### src/rtl/vlib_psum_accum_ctrl_pkg.sv
// Shared types and width helpers for the channel-tiled partial-sum accumulator.
package vlib_accum_pkg;

  typedef enum logic [1:0] {
    IDLE  = 2'd0,
    ACCUM = 2'd1,
    DONE  = 2'd2
  } accum_state_e;

  function automatic int tree_w(input int atomic_c, input int bitwidth);
    return bitwidth + $clog2(atomic_c);
  endfunction

  function automatic int acc_w(input int atomic_c, input int bitwidth, input int max_slices);
    return tree_w(atomic_c, bitwidth) + $clog2(max_slices) + 1;
  endfunction

  // Clamp a sign-extended value into the signed range of an out_width-bit result.
  function automatic logic signed [63:0] sat_clamp(input logic signed [63:0] value,
                                                   input int out_width);
    logic signed [63:0] hi;
    logic signed [63:0] lo;
    hi = (64'sd1 <<< (out_width - 1)) - 64'sd1;
    lo = -(64'sd1 <<< (out_width - 1));
    if (value > hi) begin
      return hi;
    end else if (value < lo) begin
      return lo;
    end
    return value;
  endfunction

endpackage

### src/rtl/vlib_psum_accum_ctrl_if.sv
// Operand stream and result handshake between the feeder, the accumulator and the psum writer.
interface vlib_psum_accum_ctrl_if #(
  parameter int ATOMIC_C  = 8,
  parameter int BITWIDTH  = 8,
  parameter int OUT_WIDTH = 16
);
  logic                         IN_VALID;
  logic                         IN_READY;
  logic [ATOMIC_C*BITWIDTH-1:0] IN;
  logic                         OUT_VALID;
  logic                         OUT_READY;
  logic [OUT_WIDTH-1:0]         RES;

  modport master (
    output IN_VALID, IN, OUT_READY,
    input  IN_READY, OUT_VALID, RES
  );

  modport slave (
    input  IN_VALID, IN, OUT_READY,
    output IN_READY, OUT_VALID, RES
  );
endinterface

### src/rtl/vlib_psum_accum_ctrl_adder_tree.sv
// Combinational balanced adder tree: sums ATOMIC_C signed lanes, lane 0 at the LSBs.
module VLIB_adder_tree #(
  parameter  int ATOMIC_C = 8,
  parameter  int BITWIDTH = 8,
  localparam int LEVELS   = $clog2(ATOMIC_C),
  localparam int TREE_W   = BITWIDTH + LEVELS
) (
  input  logic [ATOMIC_C*BITWIDTH-1:0] IN,
  output logic signed [TREE_W-1:0]     SUM
);

  // Each level halves the node count; full tree width is used throughout so no level can overflow.
  for (genvar l = 0; l <= LEVELS; l++) begin : lvl
    localparam int N = ATOMIC_C >> l;
    logic signed [TREE_W-1:0] v [N];
    if (l == 0) begin : leaf
      for (genvar i = 0; i < N; i++) begin : lane
        assign v[i] = {{(TREE_W-BITWIDTH){IN[i*BITWIDTH+BITWIDTH-1]}}, IN[i*BITWIDTH +: BITWIDTH]};
      end
    end else begin : node
      for (genvar i = 0; i < N; i++) begin : pair
        assign v[i] = lvl[l-1].v[2*i] + lvl[l-1].v[2*i+1];
      end
    end
  end

  assign SUM = lvl[LEVELS].v[0];

endmodule

### src/rtl/vlib_psum_accum_ctrl.sv
// Streams NSLICE operand beats through one adder tree and emits the accumulated partial sum.
// Optional ACCUM_SATURATE_EN clamps RES to the signed OUT_WIDTH range and raises SAT.
module vlib_psum_accum_ctrl
  import vlib_accum_pkg::*;
#(
  parameter  int ATOMIC_C   = 8,
  parameter  int BITWIDTH   = 8,
  parameter  int MAX_SLICES = 16,
  parameter  int OUT_WIDTH  = 16,
  localparam int NS_W       = $clog2(MAX_SLICES) + 1
) (
  input  logic                  CLK,
  input  logic                  RST,
  input  logic                  START,
  input  logic [NS_W-1:0]       CFG_NSLICE,
  input  logic                  CLR,
  vlib_psum_accum_ctrl_if.slave bus,
  output logic                  BUSY,
  output logic                  CFG_ERR,
  output logic                  SAT
);

  localparam int TREE_W = tree_w(ATOMIC_C, BITWIDTH);
  localparam int ACC_W  = acc_w(ATOMIC_C, BITWIDTH, MAX_SLICES);

  accum_state_e             state;
  accum_state_e             state_next;
  logic [NS_W-1:0]          nslice;
  logic [NS_W-1:0]          cnt;
  logic signed [ACC_W-1:0]  acc;
  logic signed [ACC_W-1:0]  acc_sum;
  logic signed [TREE_W-1:0] tree_sum;
  logic [OUT_WIDTH-1:0]     res_q;
  logic [OUT_WIDTH-1:0]     res_d;
  logic                     cfg_err_q;
  logic                     nslice_legal;
  logic                     start_ok;
  logic                     beat;
  logic                     last_beat;

  VLIB_adder_tree #(
    .ATOMIC_C (ATOMIC_C),
    .BITWIDTH (BITWIDTH)
  ) u_tree (
    .IN  (bus.IN),
    .SUM (tree_sum)
  );

  assign nslice_legal = (CFG_NSLICE != '0) && (CFG_NSLICE <= NS_W'(MAX_SLICES));
  assign start_ok     = START && nslice_legal;
  assign beat         = (state == ACCUM) && bus.IN_VALID;
  assign last_beat    = beat && (cnt == nslice - NS_W'(1));
  assign acc_sum      = acc + {{(ACC_W-TREE_W){tree_sum[TREE_W-1]}}, tree_sum};

  always_ff @(posedge CLK or posedge RST) begin
    if (RST) begin
      state <= IDLE;
    end else begin
      state <= state_next;
    end
  end

  // CLR overrides whatever transition the current state would take.
  always_comb begin
    state_next    = state;
    bus.IN_READY  = 1'b0;
    bus.OUT_VALID = 1'b0;
    BUSY          = 1'b1;
    case (state)
      IDLE: begin
        BUSY = 1'b0;
        if (start_ok) state_next = ACCUM;
      end
      ACCUM: begin
        bus.IN_READY = 1'b1;
        if (last_beat) state_next = DONE;
      end
      DONE: begin
        bus.OUT_VALID = 1'b1;
        if (bus.OUT_READY) state_next = IDLE;
      end
      default: state_next = IDLE;
    endcase
    if (CLR) state_next = IDLE;
  end

  always_ff @(posedge CLK or posedge RST) begin
    if (RST) begin
      acc       <= '0;
      cnt       <= '0;
      nslice    <= '0;
      res_q     <= '0;
      cfg_err_q <= 1'b0;
    end else begin
      cfg_err_q <= 1'b0;
      if (CLR) begin
        acc <= '0;
        cnt <= '0;
      end else begin
        case (state)
          IDLE: begin
            if (start_ok) begin
              nslice <= CFG_NSLICE;
              acc    <= '0;
              cnt    <= '0;
            end else if (START) begin
              cfg_err_q <= 1'b1;
            end
          end
          ACCUM: begin
            if (beat) begin
              acc <= acc_sum;
              cnt <= cnt + NS_W'(1);
              if (last_beat) res_q <= res_d;
            end
          end
          default: ;
        endcase
      end
    end
  end

`ifdef ACCUM_SATURATE_EN
  logic signed [63:0] acc_wide;
  logic signed [63:0] acc_clamped;
  logic               sat_d;
  logic               sat_q;

  always_comb begin
    acc_wide    = {{(64-ACC_W){acc_sum[ACC_W-1]}}, acc_sum};
    acc_clamped = sat_clamp(acc_wide, OUT_WIDTH);
    res_d       = acc_clamped[OUT_WIDTH-1:0];
    sat_d       = (acc_clamped != acc_wide);
  end

  always_ff @(posedge CLK or posedge RST) begin
    if (RST) begin
      sat_q <= 1'b0;
    end else if (last_beat && !CLR) begin
      sat_q <= sat_d;
    end
  end

  assign SAT = sat_q && (state == DONE);
`else
  assign res_d = acc_sum[OUT_WIDTH-1:0];
  assign SAT   = 1'b0;
`endif

  assign bus.RES = res_q;
  assign CFG_ERR = cfg_err_q;

endmodule

### src/flat_wrapper.sv
// flat-port wrapper written by rule: the top's interface ports become plain ports
module vlib_psum_accum_ctrl_flat import vlib_accum_pkg::*;
#(
  parameter  int ATOMIC_C   = 8,
  parameter  int BITWIDTH   = 8,
  parameter  int MAX_SLICES = 16,
  parameter  int OUT_WIDTH  = 16,
  localparam int NS_W       = $clog2(MAX_SLICES) + 1
)
  (CLK, RST, START, CFG_NSLICE, CLR, BUSY, CFG_ERR, SAT, bus_IN_VALID, bus_IN, bus_OUT_READY, bus_IN_READY, bus_OUT_VALID, bus_RES);
  vlib_psum_accum_ctrl_if #(.ATOMIC_C(ATOMIC_C), .BITWIDTH(BITWIDTH), .OUT_WIDTH(OUT_WIDTH)) bus_i ();
  input  logic CLK;
  input  logic RST;
  input  logic START;
  input  logic [NS_W-1:0] CFG_NSLICE;
  input  logic CLR;
  output logic BUSY;
  output logic CFG_ERR;
  output logic SAT;
  input wire logic [$bits(bus_i.IN_VALID)-1:0] bus_IN_VALID;
  input wire logic [$bits(bus_i.IN)-1:0] bus_IN;
  input wire logic [$bits(bus_i.OUT_READY)-1:0] bus_OUT_READY;
  output wire logic [$bits(bus_i.IN_READY)-1:0] bus_IN_READY;
  output wire logic [$bits(bus_i.OUT_VALID)-1:0] bus_OUT_VALID;
  output wire logic [$bits(bus_i.RES)-1:0] bus_RES;
  assign bus_i.IN_VALID = bus_IN_VALID;
  assign bus_i.IN = bus_IN;
  assign bus_i.OUT_READY = bus_OUT_READY;
  assign bus_IN_READY = bus_i.IN_READY;
  assign bus_OUT_VALID = bus_i.OUT_VALID;
  assign bus_RES = bus_i.RES;
  vlib_psum_accum_ctrl #(.ATOMIC_C(ATOMIC_C), .BITWIDTH(BITWIDTH), .MAX_SLICES(MAX_SLICES), .OUT_WIDTH(OUT_WIDTH)) u_core (.CLK(CLK), .RST(RST), .START(START), .CFG_NSLICE(CFG_NSLICE), .CLR(CLR), .bus(bus_i), .BUSY(BUSY), .CFG_ERR(CFG_ERR), .SAT(SAT));
endmodule
### config.mk
export PLATFORM = sky130hd
export DESIGN_NAME = vlib_psum_accum_ctrl_flat
export DESIGN_NICKNAME = d
export VERILOG_FILES = /design/src/rtl/vlib_psum_accum_ctrl_pkg.sv /design/src/rtl/vlib_psum_accum_ctrl_if.sv /design/src/rtl/vlib_psum_accum_ctrl_adder_tree.sv /design/src/rtl/vlib_psum_accum_ctrl.sv /design/src/flat_wrapper.sv
export SDC_FILE = /design/constraint.sdc
export NUM_CORES = 1
export LEC_CHECK = 0
export CORE_MARGIN = 2
export CORE_UTILIZATION = 45
export DETAILED_ROUTE_END_ITERATION = 10
export PLACE_DENSITY = 0.86
export SYNTH_ARGS = -nofsm -noshare
export SYNTH_HDL_FRONTEND = slang
export SYNTH_SLANG_ARGS = --single-unit
### constraint.sdc
create_clock -name CLK -period 2.3 [get_ports CLK]
set_clock_uncertainty 0.15 [all_clocks]
set_input_delay 0.345 -clock CLK [delete_from_list [all_inputs] [get_ports CLK]]
set_output_delay 0.345 -clock CLK [all_outputs]
set_load 0.05 [all_outputs]
==> key figures <==
Clocking
  • Clk Latency, worst-skew pair: 0.33 ns
  • Clock Tree Buf Depth: 2
  • Clock Sinks: 45
  • H-tree depth: 2
  • CTS Buf Count: 5
  • Hold_buf cts: 0
  • Root Buffer: clkbuf_8
  • TritonCTS clock tree: done
  • Clock transition at path regs: between 0.1 and 0.15 ns

Floorplanning
  • Die X: between 100 and 150 um
  • Cell Rows: 36
  • Die area: 11,000 um^2
  • Die Ht: 105 um
  • Initial Utilization: 0.467
  • Core area: 9820 um^2
  • # IOs: 96

Logic synthesis
  • Area share of the largest cell type after synthesis: 0.245
  • Post-synth EDFFs: 0
  • Syn_area_per_cell: 9.52 um^2
  • Area leader, netlist: dfrtp_1
  • FF+latch count, synth: 45
  • Yosys cell types: 53
  • Main synth FF type: dfrtp_1
  • Top cells by area, synth: dfrtp_1, fa_1, inv_1
  • Synthesized Nets: 638
  • Sequential area share after synthesis: 0.245
  • FFs w/ async S/R, synth: 1.00
  • Cell area after synthesis: around 4600 um^2
  • Synth warn: 0
  • Cells after synthesis: 482

Drt
  • DR iter-0 viols: 216
  • Final ANT Viol Nets: 0
  • TritonRoute pass-1 iters: 5
  • Total number of vias: 4,305
  • Vias/cell: between 5 and 6
  • Average wire per standard cell: approximately 19 um
  • Drt total wl: between 10 and 15 mm
  • Residual DRC: 0

Timing
  • Highest Clock Rate: 172 MHz
  • Unrepaired setup endpoints after global routing: true
  • Worst slew margin relative to its limit: 0.596
  • Slew @ Worst Pin: 0.607 ns
  • Final Hold Viols: 0
  • Final setup fails: 32
  • Crit share post-route: 2.53
  • Setup ws final: -3.52 ns
  • Worst hold slack: about 0.32 ns
  • Min Clock Period, post-route: 5.82 ns
  • Fin. max-slew vios: 0

Place
  • Gp weighted congestion: roughly 0.83
  • DP Cell Count: 769
  • Dpl ws: -4.05 ns
  • Input/output buffers: 94
  • Hpwl dp: between 8 and 9 mm

Critical path
  • Reg2reg setup slack: -0.40 ns
  • CP peak stage delay: approximately 0.58 ns
  • CP Max Fanout: 3
  • Required @ worst endpoint: 2.35 ns
  • Buffers and inverters on the worst path: 7
  • R2r startpoint: u_core.acc[0]$_DFFE_PP0P_
  • Worst Reg2Reg Path Length in Cells: 10
  • Crit path DAT: about 6 ns
  • Critical Setup Path Class: in2reg
  • CP max-delay cell: fa_2
  • Critical path cell sequence: buf_8 -> inv_4 -> fa_2 -> inv_2 -> fa_2 -> fa_1 -> fa_1 -> ha_4 -> inv_2 -> fa_2 -> nor2b_4 -> o31a_1 -> a41oi_2 -> xnor2_2 -> ha_4 -> a21o_1 -> o21bai_4 -> buf_4 -> buf_4 -> o21ai_1 -> a311oi_2 -> buf_4 -> mux2_4
  • Critical path endpoint category: register
  • Top Family by Delay on Critical Path: adder cells
  • Reg-to-reg endpoint: u_core.acc[12]$_DFFE_PP0P_
  • Worst Setup Start Kind: primary input

Final layout
  • Proportion of layout cells with a drive suffix above 1: 0.417
  • Final Util: 0.733
  • Nets@finish: 829
  • Fill cell count: between 600 and 700
  • Layout Cells excl Fill: 807
  • Most common cell after layout, fill and taps aside: inv_1
  • Most frequent cells in the layout: inv_1, buf_4, clkdlybuf4s50_1, dfrtp_1
  • Ant diodes: 0
  • Area Growth Syn to Fin: 56.8%

Global routing
  • Vias in the first global route: 4,454
  • First-pass GRT wire length: 20.6 mm
  • Initial antenna violation count: 0
  • GRT Total Usage: 0.230
  • Largest net degree at the start of global routing: 46
  • GR Overflow Total: 0

Worst hold path
  • Worst Hold Class: in2async

Run status
  • Failing checks: setup timing
  • Status: finished, violations left

Flow run
  • Max cap viols: 0
flip-flops by register name, summed over array words and instances (netlist names):
| register | cells |
|---|---|
| u_core.acc | 16 |
| u_core.bus.RES | 16 |
| u_core.cnt | 5 |
| u_core.nslice | 5 |
| u_core.state | 2 |
| u_core.CFG_ERR | 1 |
cells by family after synthesis:
group | count (synthesis) | synth area share
buffers and inverters | 142 | 0.121
AO/OA/AOI/OAI | 87 | 0.134
adder cells (fa/ha/maj) | 81 | 0.306
AND/OR/NAND/NOR | 81 | 0.0889
flip-flops | 45 | 0.245
XOR/XNOR | 29 | 0.0586
multiplexers | 16 | 0.0450
other | 1 | 0.000817
tightest hold or removal path, stage by stage:
cell and delay (ns):
clkdlybuf4s50_1 0.39, inv_1 0.05, buf_4 0.49
cell usage after synthesis, types with 6 or more instances:
cell,instances
a21o_1,8
a21oi_1,15
a22o_1,10
clkbuf_1,6
dfrtp_1,45
fa_1,52
ha_1,29
inv_1,131
mux2_2,9
mux2_4,7
nand2_1,29
nand2b_1,6
nand3_1,8
nor2_1,16
nor3_1,6
o21ai_0,13
o21ai_1,6
o31ai_1,7
xnor2_1,16
xor2_1,12
routing by layer:
layer | share of wire | track usage | routed length [um] | vias up
met5 | 0 | 0 | 0 | -
met4 | 0.062 | 0.0800 | 932 | 0
met3 | 0.048 | 0.0324 | 725 | 77
met2 | 0.54 | 0.447 | 8130 | 198
met1 | 0.35 | 0.252 | 5210 | 2124
li1 | - | - | - | 1906
per-stage QoR:
| step | TNS, ns | area, um^2 |
|---|---|---|
| after CTS | -73.87 | 6830 |
| after floorplan | -69.04 | 4780 |
| after global routing | -80.90 | 7190 |
| after global placement | -94.52 | 6350 |
| after detailed placement | -96.76 | 6350 |
| final | -78.49 | 7190 |
worst max-delay path by stage:
stage                    start                              to  slack, ns  cells after the start
floorplan           bus_IN[27]  u_core.bus.RES[14]$_DFFE_PP0P_      -3.27                     22
global placement    bus_IN[27]  u_core.bus.RES[14]$_DFFE_PP0P_      -3.89                     23
finish              bus_IN[18]  u_core.bus.RES[12]$_DFFE_PP0P_      -3.52                     23
global route        bus_IN[35]  u_core.bus.RES[12]$_DFFE_PP0P_      -3.62                     25
CTS                 bus_IN[19]  u_core.bus.RES[14]$_DFFE_PP0P_      -3.29                     23
detailed placement  bus_IN[27]  u_core.bus.RES[14]$_DFFE_PP0P_      -4.05                     23
area by class of cell:
| type | instances | area, um^2 | area share |
|---|---|---|---|
| multi-input cells | 295 | 3580 | 0.498 |
| repair buffers | 195 | 1710 | 0.237 |
| flip-flops and latches | 45 | 1130 | 0.157 |
| inverters | 131 | 519 | 0.0722 |
| well taps | 133 | 166 | 0.0231 |
| clock buffers | 6 | 82.6 | 0.0115 |
| clock inverters | 2 | 13.8 | 0.00191 |
timing repair:
| action | CTS | global route |
|---|---|---|
| pin swaps | 78 | 55 |
| endpoints found under the setup margin | 32 | 32 |
| gates resized for setup | 202 | 58 |
| endpoints found under the hold margin | 0 | 0 |
| buffers inserted | 17 | 15 |
Power is left out: the tool's default activity adds up to more than one toggle a clock period on the data nets, which glitch-free logic cannot reach.
